==> src/rtl/block_window_loader_pkg.sv <==
// Shared types for the block window loader: window size, field widths,
// the per-slot record and the loader state encoding.
package block_window_loader_pkg;

  localparam int WIN_SLOTS = 12;
  localparam int X_W       = 12;
  localparam int Y_W       = 12;
  localparam int Z_W       = 14;
  localparam int DIR_W     = 3;
  localparam int ID_W      = 8;
  localparam int T_W       = 18;
  localparam int FILL_W    = $clog2(WIN_SLOTS + 1);

  typedef enum logic [1:0] {
    IDLE,
    FETCH,
    DRAIN,
    COMMIT
  } state_t;

  typedef struct packed {
    logic [X_W-1:0]   x;
    logic [Y_W-1:0]   y;
    logic [Z_W-1:0]   z;
    logic             color;
    logic [DIR_W-1:0] direction;
    logic [ID_W-1:0]  id;
    logic             visible;
  } slot_t;

  // Builds an occupied slot from a returned memory word.
  function automatic slot_t make_slot(
    input logic [X_W-1:0]   x,
    input logic [Y_W-1:0]   y,
    input logic [Z_W-1:0]   z,
    input logic             color,
    input logic [DIR_W-1:0] direction,
    input logic [ID_W-1:0]  id
  );
    slot_t s;
    s.x         = x;
    s.y         = y;
    s.z         = z;
    s.color     = color;
    s.direction = direction;
    s.id        = id;
    s.visible   = 1'b1;
    return s;
  endfunction

endpackage

==> src/rtl/block_window_loader_if.sv <==
// Read port of the z-sorted block memory: address out, block record back
// a fixed number of cycles later.
interface block_window_loader_if
  import block_window_loader_pkg::*;
#(
  parameter int ADDR_W = 8
) ();

  logic [ADDR_W-1:0] mem_addr_out;
  logic [X_W-1:0]    mem_x_in;
  logic [Y_W-1:0]    mem_y_in;
  logic [Z_W-1:0]    mem_z_in;
  logic              mem_color_in;
  logic [DIR_W-1:0]  mem_direction_in;

  modport master (
    output mem_addr_out,
    input  mem_x_in,
    input  mem_y_in,
    input  mem_z_in,
    input  mem_color_in,
    input  mem_direction_in
  );

  modport slave (
    input  mem_addr_out,
    output mem_x_in,
    output mem_y_in,
    output mem_z_in,
    output mem_color_in,
    output mem_direction_in
  );

endinterface

==> src/rtl/block_z_window_check.sv <==
// Classifies a returned block depth against the camera window:
// inside the window, or already past its far edge.
module block_z_window_check
  import block_window_loader_pkg::*;
#(
  parameter logic [Z_W-1:0] DEPTH_RANGE = 14'd2048
) (
  input  logic [Z_W-1:0] z,
  input  logic [Z_W-1:0] cam_z,
  output logic           qualify,
  output logic           too_far
);

  logic [Z_W-1:0] dz;
  logic [Z_W:0]   far_edge;

  // dz only matters when z >= cam_z, so the 14-bit difference cannot wrap.
  assign dz       = z - cam_z;
  assign far_edge = {1'b0, cam_z} + {1'b0, DEPTH_RANGE};
  assign qualify  = (z >= cam_z) && (dz < DEPTH_RANGE);
  assign too_far  = ({1'b0, z} >= far_edge);

endmodule

==> src/rtl/block_window_loader.sv <==
// Scans the z-sorted block memory into a 12-slot shadow bank, then swaps it
// into the active bank at a downstream safe point.
module block_window_loader
  import block_window_loader_pkg::*;
#(
  parameter int             NUM_BLOCKS  = 256,
  parameter int             ADDR_W      = 8,
  parameter int             MEM_LATENCY = 2,
  parameter logic [Z_W-1:0] DEPTH_RANGE = 14'd2048
) (
  input  logic                               clk_in,
  input  logic                               rst_in,
  input  logic                               refresh_in,
  input  logic [T_W-1:0]                     curr_time_in,
  input  logic [Z_W-1:0]                     cam_z_in,
  input  logic                               swap_ok_in,
  block_window_loader_if.master              mem,
  output logic [WIN_SLOTS-1:0][X_W-1:0]      block_x_out,
  output logic [WIN_SLOTS-1:0][Y_W-1:0]      block_y_out,
  output logic [WIN_SLOTS-1:0][Z_W-1:0]      block_z_out,
  output logic [WIN_SLOTS-1:0]               block_color_out,
  output logic [WIN_SLOTS-1:0][DIR_W-1:0]    block_direction_out,
  output logic [WIN_SLOTS-1:0][ID_W-1:0]     block_ID_out,
  output logic [WIN_SLOTS-1:0]               block_visible_out,
  output logic [T_W-1:0]                     curr_time_out,
  output logic                               busy_out,
  output logic                               commit_out
);

  state_t                             state;
  state_t                             state_nx;
  logic [ADDR_W-1:0]                  addr_q;
  logic                               issue_done;
  logic [Z_W-1:0]                     cam_z_q;
  logic [T_W-1:0]                     time_q;
  logic [FILL_W-1:0]                  fill_cnt;
  logic [MEM_LATENCY-1:0]             vld_pipe;
  logic [MEM_LATENCY-1:0][ADDR_W-1:0] tag_pipe;
  slot_t [WIN_SLOTS-1:0]              shadow;
  slot_t [WIN_SLOTS-1:0]              active;

  logic              ret_vld;
  logic [ADDR_W-1:0] ret_tag;
  logic              qualify;
  logic              too_far;
  logic              last_ret;
  logic              accept;
  logic              issue;
  logic              wr_en;
  logic              stop;
  logic              swap;
  slot_t             wr_slot;

  assign mem.mem_addr_out = addr_q;
  assign ret_vld          = vld_pipe[MEM_LATENCY-1];
  assign ret_tag          = tag_pipe[MEM_LATENCY-1];

  block_z_window_check #(
    .DEPTH_RANGE (DEPTH_RANGE)
  ) u_zchk (
    .z       (mem.mem_z_in),
    .cam_z   (cam_z_q),
    .qualify (qualify),
    .too_far (too_far)
  );

  assign wr_slot = make_slot(mem.mem_x_in, mem.mem_y_in, mem.mem_z_in,
                             mem.mem_color_in, mem.mem_direction_in,
                             ID_W'(ret_tag));

  always_ff @(posedge clk_in or posedge rst_in) begin
    if (rst_in) state <= IDLE;
    else        state <= state_nx;
  end

  always_comb begin
    state_nx = state;
    case (state)
      IDLE:    if (accept)            state_nx = FETCH;
      FETCH:   if (stop)              state_nx = DRAIN;
      DRAIN:   if (vld_pipe == '0)    state_nx = COMMIT;
      COMMIT:  if (swap)              state_nx = IDLE;
      default:                        state_nx = IDLE;
    endcase
  end

  // A qualifying word that also triggers a stop is still written; the stop
  // only suppresses further address issue.
  always_comb begin
    busy_out = (state != IDLE);
    accept   = (state == IDLE) && refresh_in;
    last_ret = ret_vld && (ret_tag == ADDR_W'(NUM_BLOCKS - 1));
    wr_en    = (state == FETCH) && ret_vld && qualify &&
               (fill_cnt < FILL_W'(WIN_SLOTS));
    stop     = (state == FETCH) &&
               ((wr_en && (fill_cnt == FILL_W'(WIN_SLOTS - 1))) ||
                (ret_vld && too_far) || last_ret);
    issue    = (state == FETCH) && !stop && !issue_done;
    swap     = (state == COMMIT) && swap_ok_in;
  end

  always_ff @(posedge clk_in or posedge rst_in) begin
    if (rst_in) begin
      addr_q        <= '0;
      issue_done    <= 1'b0;
      cam_z_q       <= '0;
      time_q        <= '0;
      fill_cnt      <= '0;
      vld_pipe      <= '0;
      tag_pipe      <= '0;
      curr_time_out <= '0;
      commit_out    <= 1'b0;
    end else begin
      vld_pipe[0] <= issue;
      tag_pipe[0] <= addr_q;
      for (int i = 1; i < MEM_LATENCY; i++) begin
        vld_pipe[i] <= vld_pipe[i-1];
        tag_pipe[i] <= tag_pipe[i-1];
      end
      if (accept) begin
        cam_z_q    <= cam_z_in;
        time_q     <= curr_time_in;
        fill_cnt   <= '0;
        issue_done <= 1'b0;
        addr_q     <= '0;
      end else if (issue) begin
        // The last address is issued once; the counter parks instead of wrapping.
        if (addr_q == ADDR_W'(NUM_BLOCKS - 1)) issue_done <= 1'b1;
        else                                   addr_q     <= addr_q + ADDR_W'(1);
      end
      if (wr_en) fill_cnt <= fill_cnt + FILL_W'(1);
      if (swap)  curr_time_out <= time_q;
      commit_out <= swap;
    end
  end

  always_ff @(posedge clk_in or posedge rst_in) begin
    if (rst_in) begin
      shadow <= '0;
      active <= '0;
    end else begin
      for (int s = 0; s < WIN_SLOTS; s++) begin
        if (accept)
          shadow[s].visible <= 1'b0;
        else if (wr_en && (fill_cnt == FILL_W'(s)))
          shadow[s] <= wr_slot;
      end
      if (swap) active <= shadow;
    end
  end

  for (genvar s = 0; s < WIN_SLOTS; s++) begin : g_out
    assign block_x_out[s]         = active[s].x;
    assign block_y_out[s]         = active[s].y;
    assign block_z_out[s]         = active[s].z;
    assign block_color_out[s]     = active[s].color;
    assign block_direction_out[s] = active[s].direction;
    assign block_ID_out[s]        = active[s].id;
    assign block_visible_out[s]   = active[s].visible;
  end

endmodule
==> src/flat_wrapper.sv <==
// flat-port wrapper written by rule: the top's interface ports become plain ports
module block_window_loader_flat import block_window_loader_pkg::*;
#(
  parameter int             NUM_BLOCKS  = 256,
  parameter int             ADDR_W      = 8,
  parameter int             MEM_LATENCY = 2,
  parameter logic [Z_W-1:0] DEPTH_RANGE = 14'd2048
)
  (clk_in, rst_in, refresh_in, curr_time_in, cam_z_in, swap_ok_in, block_x_out, block_y_out, block_z_out, block_color_out, block_direction_out, block_ID_out, block_visible_out, curr_time_out, busy_out, commit_out, mem_mem_addr_out, mem_mem_x_in, mem_mem_y_in, mem_mem_z_in, mem_mem_color_in, mem_mem_direction_in);
  block_window_loader_if #(.ADDR_W(ADDR_W)) mem_i ();
  input  logic clk_in;
  input  logic rst_in;
  input  logic refresh_in;
  input  logic [T_W-1:0] curr_time_in;
  input  logic [Z_W-1:0] cam_z_in;
  input  logic swap_ok_in;
  output logic [WIN_SLOTS-1:0][X_W-1:0] block_x_out;
  output logic [WIN_SLOTS-1:0][Y_W-1:0] block_y_out;
  output logic [WIN_SLOTS-1:0][Z_W-1:0] block_z_out;
  output logic [WIN_SLOTS-1:0] block_color_out;
  output logic [WIN_SLOTS-1:0][DIR_W-1:0] block_direction_out;
  output logic [WIN_SLOTS-1:0][ID_W-1:0] block_ID_out;
  output logic [WIN_SLOTS-1:0] block_visible_out;
  output logic [T_W-1:0] curr_time_out;
  output logic busy_out;
  output logic commit_out;
  output wire logic [$bits(mem_i.mem_addr_out)-1:0] mem_mem_addr_out;
  input wire logic [$bits(mem_i.mem_x_in)-1:0] mem_mem_x_in;
  input wire logic [$bits(mem_i.mem_y_in)-1:0] mem_mem_y_in;
  input wire logic [$bits(mem_i.mem_z_in)-1:0] mem_mem_z_in;
  input wire logic [$bits(mem_i.mem_color_in)-1:0] mem_mem_color_in;
  input wire logic [$bits(mem_i.mem_direction_in)-1:0] mem_mem_direction_in;
  assign mem_mem_addr_out = mem_i.mem_addr_out;
  assign mem_i.mem_x_in = mem_mem_x_in;
  assign mem_i.mem_y_in = mem_mem_y_in;
  assign mem_i.mem_z_in = mem_mem_z_in;
  assign mem_i.mem_color_in = mem_mem_color_in;
  assign mem_i.mem_direction_in = mem_mem_direction_in;
  block_window_loader #(.NUM_BLOCKS(NUM_BLOCKS), .ADDR_W(ADDR_W), .MEM_LATENCY(MEM_LATENCY), .DEPTH_RANGE(DEPTH_RANGE)) u_core (.clk_in(clk_in), .rst_in(rst_in), .refresh_in(refresh_in), .curr_time_in(curr_time_in), .cam_z_in(cam_z_in), .swap_ok_in(swap_ok_in), .mem(mem_i), .block_x_out(block_x_out), .block_y_out(block_y_out), .block_z_out(block_z_out), .block_color_out(block_color_out), .block_direction_out(block_direction_out), .block_ID_out(block_ID_out), .block_visible_out(block_visible_out), .curr_time_out(curr_time_out), .busy_out(busy_out), .commit_out(commit_out));
endmodule
==> config.mk <==
export PLATFORM = sky130hd
export DESIGN_NAME = block_window_loader_flat
export DESIGN_NICKNAME = d
export VERILOG_FILES = /design/src/rtl/block_window_loader_pkg.sv /design/src/rtl/block_window_loader_if.sv /design/src/rtl/block_z_window_check.sv /design/src/rtl/block_window_loader.sv /design/src/flat_wrapper.sv
export SDC_FILE = /design/constraint.sdc
export NUM_CORES = 2
export LEC_CHECK = 0
export ABC_CLOCK_PERIOD_IN_PS = 130199
export BUFFER_PORTS_ARGS = -buffer_cell sky130_fd_sc_hd__buf_2
export CAP_MARGIN = 10
export CORE_MARGIN = 4
export CORE_UTILIZATION = 55
export CTS_BUF_LIST = sky130_fd_sc_hd__clkbuf_2 sky130_fd_sc_hd__clkbuf_4 sky130_fd_sc_hd__clkbuf_8
export CTS_CLUSTER_DIAMETER = 30
export DETAILED_ROUTE_END_ITERATION = 7
export PLACE_DENSITY = 0.78
export SLEW_MARGIN = 0
export SYNTH_ARGS = -nofsm -noshare
export SYNTH_HDL_FRONTEND = slang
export SYNTH_SLANG_ARGS = --single-unit
==> constraint.sdc <==
create_clock -name clk_in -period 130.2 [get_ports clk_in]
set_input_delay 26.04 -clock clk_in [delete_from_list [all_inputs] [get_ports clk_in]]
set_output_delay 26.04 -clock clk_in [all_outputs]
set_load 0.02 [all_outputs]
==> run_results.csv <==
group,metric,value,unit
worst_setup_path,start_kind,"input port",
clock_network,cts-hold-fix-buffers,0,
placement,dp.cells,6026,
synth,ys_warn_count,0,
final_layout,fin_cells,6451,
outcome,status,"finished, final reports clean",
worst_setup_path,cp_slowest_stage_delay,0.85,ns
final_layout,fillers,6608,
routing,drt-initial-drc-count,3523,
floorplanning,pin_count,718,
synth,ys_ff_latch,1308,
floorplanning,core_area,90100,µm²
timing,hold_violations,0,
synth,synth_area,50100,µm²
synth,synth-seq-area-share,65.4,%
clock_network,cts_inserted_buffers,228,
global_route,grt_pass1_wl,212000,µm
synth,ys_types,53,
worst_setup_path,cp-end-kind,"async pin",
routing,dr.pass1.iters,5,
timing,min_period,29.88,ns
floorplanning,rows,110,
clock_network,htree_levels,4,
clock_network,cts_tree,"yes",
timing,setup_tns,0,ns
clock_network,clkSlewWorstSetupHoldPaths,0.06,ns
final_layout,fin_area,59700,µm²
job,drv_cap,0,
final_layout,multiInputGateArea,16100,µm²
placement,numPortBuffers,717,
timing,final.period_utilization,22.9,%
timing,setup_viol,0,
power_and_ir_drop,p_per_area,14.1,nW/µm²
hold_path,hp-class,"register to register",
synth,syn_avg_cell_area,11.5,µm²
routing,wl,142000,µm
timing,tightest_slew,1.18,ns
clock_network,clock_path_buffers,3,
placement,placed_area,54400,µm²
floorplanning,start_util,55.5,%
timing,clock_skew,0.0500,ns
global_route,grt_pass1_vias,34900,
clock_network,post_cts_resized,0,
final_layout,nets,5186,
final_layout,final_core_util,66.2,%
worst_setup_path,cp_data_required_time,131.14,ns
placement,hpwlAfterDp,89300,µm
global_route,grt_usage,29.4,%
worst_setup_path,crit_slowest_cell,"buf_4",
timing,relSlewSlack,21.6,%
clock_network,post_cts_buffers,0,
synth,async_reset_ff_share,100,%
worst_setup_path,critPathMostFrequentCell,"buf_4",
floorplanning,dieHeight,310,µm
global_route,use_met2,45.5,%
routing,final_antenna_net_count,0,
timing,finalMaxSlewViolations,0,
timing,rsz0062_at_grt,"no",
global_route,grt_use_met3,8.45,%
synth,synth_commonest_cells,"nand2_1 (2002), dfrtp_1 (1308), mux2_2 (399)",
routing,drc_errors,0,
worst_setup_path,crit_type,"input port to async pin",
timing,max_freq,0.0335,GHz
synth,synth_edf_count,0,
global_route,grt_start_max_net_pins,227,
synth,yosys.area.top_type_share,65.4,%
worst_setup_path,critical_path_arrival,30.82,ns
worst_setup_path,crit_chain,"buf_2 > inv_8 > buf_12 > buf_4 > buf_4 > buf_4 > buf_4",
clock_network,cts-root-buf,"clkbuf_8",
placement,place_congestion,0.848,
synth,synth.net_count,4464,
synth,yosys-top-cells-area,"dfrtp_1 (65%), nand2_1 (15%), mux2_2 (9.0%)",
routing,viasPerCell,5.40,
power_and_ir_drop,ir_drop,0.0104,mV
final_layout,areaGrowthSynthToFinish,19.1,%
floorplanning,dieArea,95900,µm²
clock_network,clock_latency,0.88,ns
synth,yosysTopAreaCell,"dfrtp_1",
global_route,antenna_found_initial,15,
global_route,grt_most_used_layer,"met2",
floorplanning,die_w,310,µm
global_route,grt_overflow_total,0,
routing,num_vias,34800,
final_layout,seq_area,32700,µm²
routing,wire_per_inst,22.0,µm
power_and_ir_drop,p_leak,35.4,nW
final_layout,drive_gt1_share,32.6,%
synth,synthesis.instances,4358,
synth,ys.flop_type,"dfrtp_1",
clock_network,clkSinkCount,1308,
synth,yosysMostFrequentCell,"nand2_1",
global_route,gr-usage-met1,38.0,%
worst_setup_path,crit_fanout,172,
-- metal layers --
metal / routed length (µm) / up-vias / share of wire [%]
li1: - / 15400 / -
met1: 56100 / 17700 / 40
met2: 66400 / 1406 / 47
met3: 11700 / 349 / 8.3
met4: 7680 / 4 / 5.4
met5: 26 / - / 0.018
-- sequential cells by signal (all words and copies together), names as in the netlist, 4 cells and up --
signal                      cells
u_core.block_x_out            144
u_core.curr_time_out           18
u_core.block_color_out         12
u_core.shadow                 612
u_core.cam_z_q                 14
u_core.block_z_out            168
u_core.mem.mem_addr_out         8
u_core.ret_tag                  8
u_core.block_ID_out            96
u_core.tag_pipe                 8
u_core.block_direction_out     36
u_core.block_visible_out       12
u_core.block_y_out            144
u_core.fill_cnt                 4
u_core.time_q                  18
-- where the power goes --
group | internal, W | switching [W]
combinational | 0.00000173 | 0.0000136
sequential | 0.000407 | 0.00000000809
clock | 0.000247 | 0.000174
total | 0.000656 | 0.000187
-- area by class of cell --
class | count | area share, %
inverters | 25 | 0.182
repair buffers | 754 | 6.59
clock buffers | 337 | 7.21
flip-flops and latches | 1308 | 54.9
well taps | 1176 | 2.47
diodes | 8 | 0.0336
clock inverters | 80 | 1.64
multi-input cells | 2763 | 27.0
-- critical path, delay by kind of cell --
family	cells	cell delay, ns
buffers and inverters	7	4.52
-- stage by stage --
stage	hold slack, ns	setup WS (ns)	power (W)
after global placement	0.332	99.26	0.000430
after global routing	0.354	99.55	0.000871
after CTS	0.345	100.17	0.000849
after floorplan	0.331	67.29	0.000423
final	0.344	100.32	0.000843
after detailed placement	0.335	99.17	0.000430
-- cells in the final DEF (no fill, tap or decap), types with 3 or more instances in the layout --
master and instances:
inv_1 22, nand3_4 4, mux2_1 77, o221ai_1 3
a31oi_1 4, mux2i_1 4, a21oi_1 17, mux2_2 399
o21a_1 4, buf_4 32, clkbuf_8 283, clkinv_4 10
nor2b_1 3, nand3_1 9, dfrtp_1 1308, nor2_1 10
a211oi_1 3, o21ai_0 19, clkinv_8 4, mux2_4 126
buf_2 717, nand4_4 4, ha_1 28, nand2_1 2001
a41o_1 3, diode_2 8, clkinvlp_4 14, nand4_1 5
bufinv_16 17, clkinv_2 29, buf_12 5, clkbuf_4 54
inv_8 5, nand4b_4 3, and3_1 6
-- kinds of logic after synthesis --
| family | share of synthesized area, % |
|---|---|
| muxes | 14.6 |
| adders and majority gates | 0.700 |
| buffers and inverters | 2.59 |
| AOI/OAI and AO/OA | 0.912 |
| xor gates and xnor gates | 0.0350 |
| and+or+nand+nor | 15.8 |
| DFF | 65.4 |
-- final timing paths --
check	startpoint	to	slack, ns	depth (start not counted)
setup reg to reg	u_core.cam_z_q[11]	u_core.shadow[500]	125.94	12
hold / removal	u_core.tag_pipe[3]	u_core.ret_tag[3]	0.34	0
min in group asynchronous	rst_in	u_core.block_y_out[34]	25.33	2
hold reg to reg	u_core.tag_pipe[3]	u_core.ret_tag[3]	0.34	0
setup / recovery	rst_in	u_core.block_ID_out[85]	100.32	7
max in group clk_in	mem_mem_z_in[1]	u_core.shadow[500]	100.69	12
(Power assumes the default switching activity.)
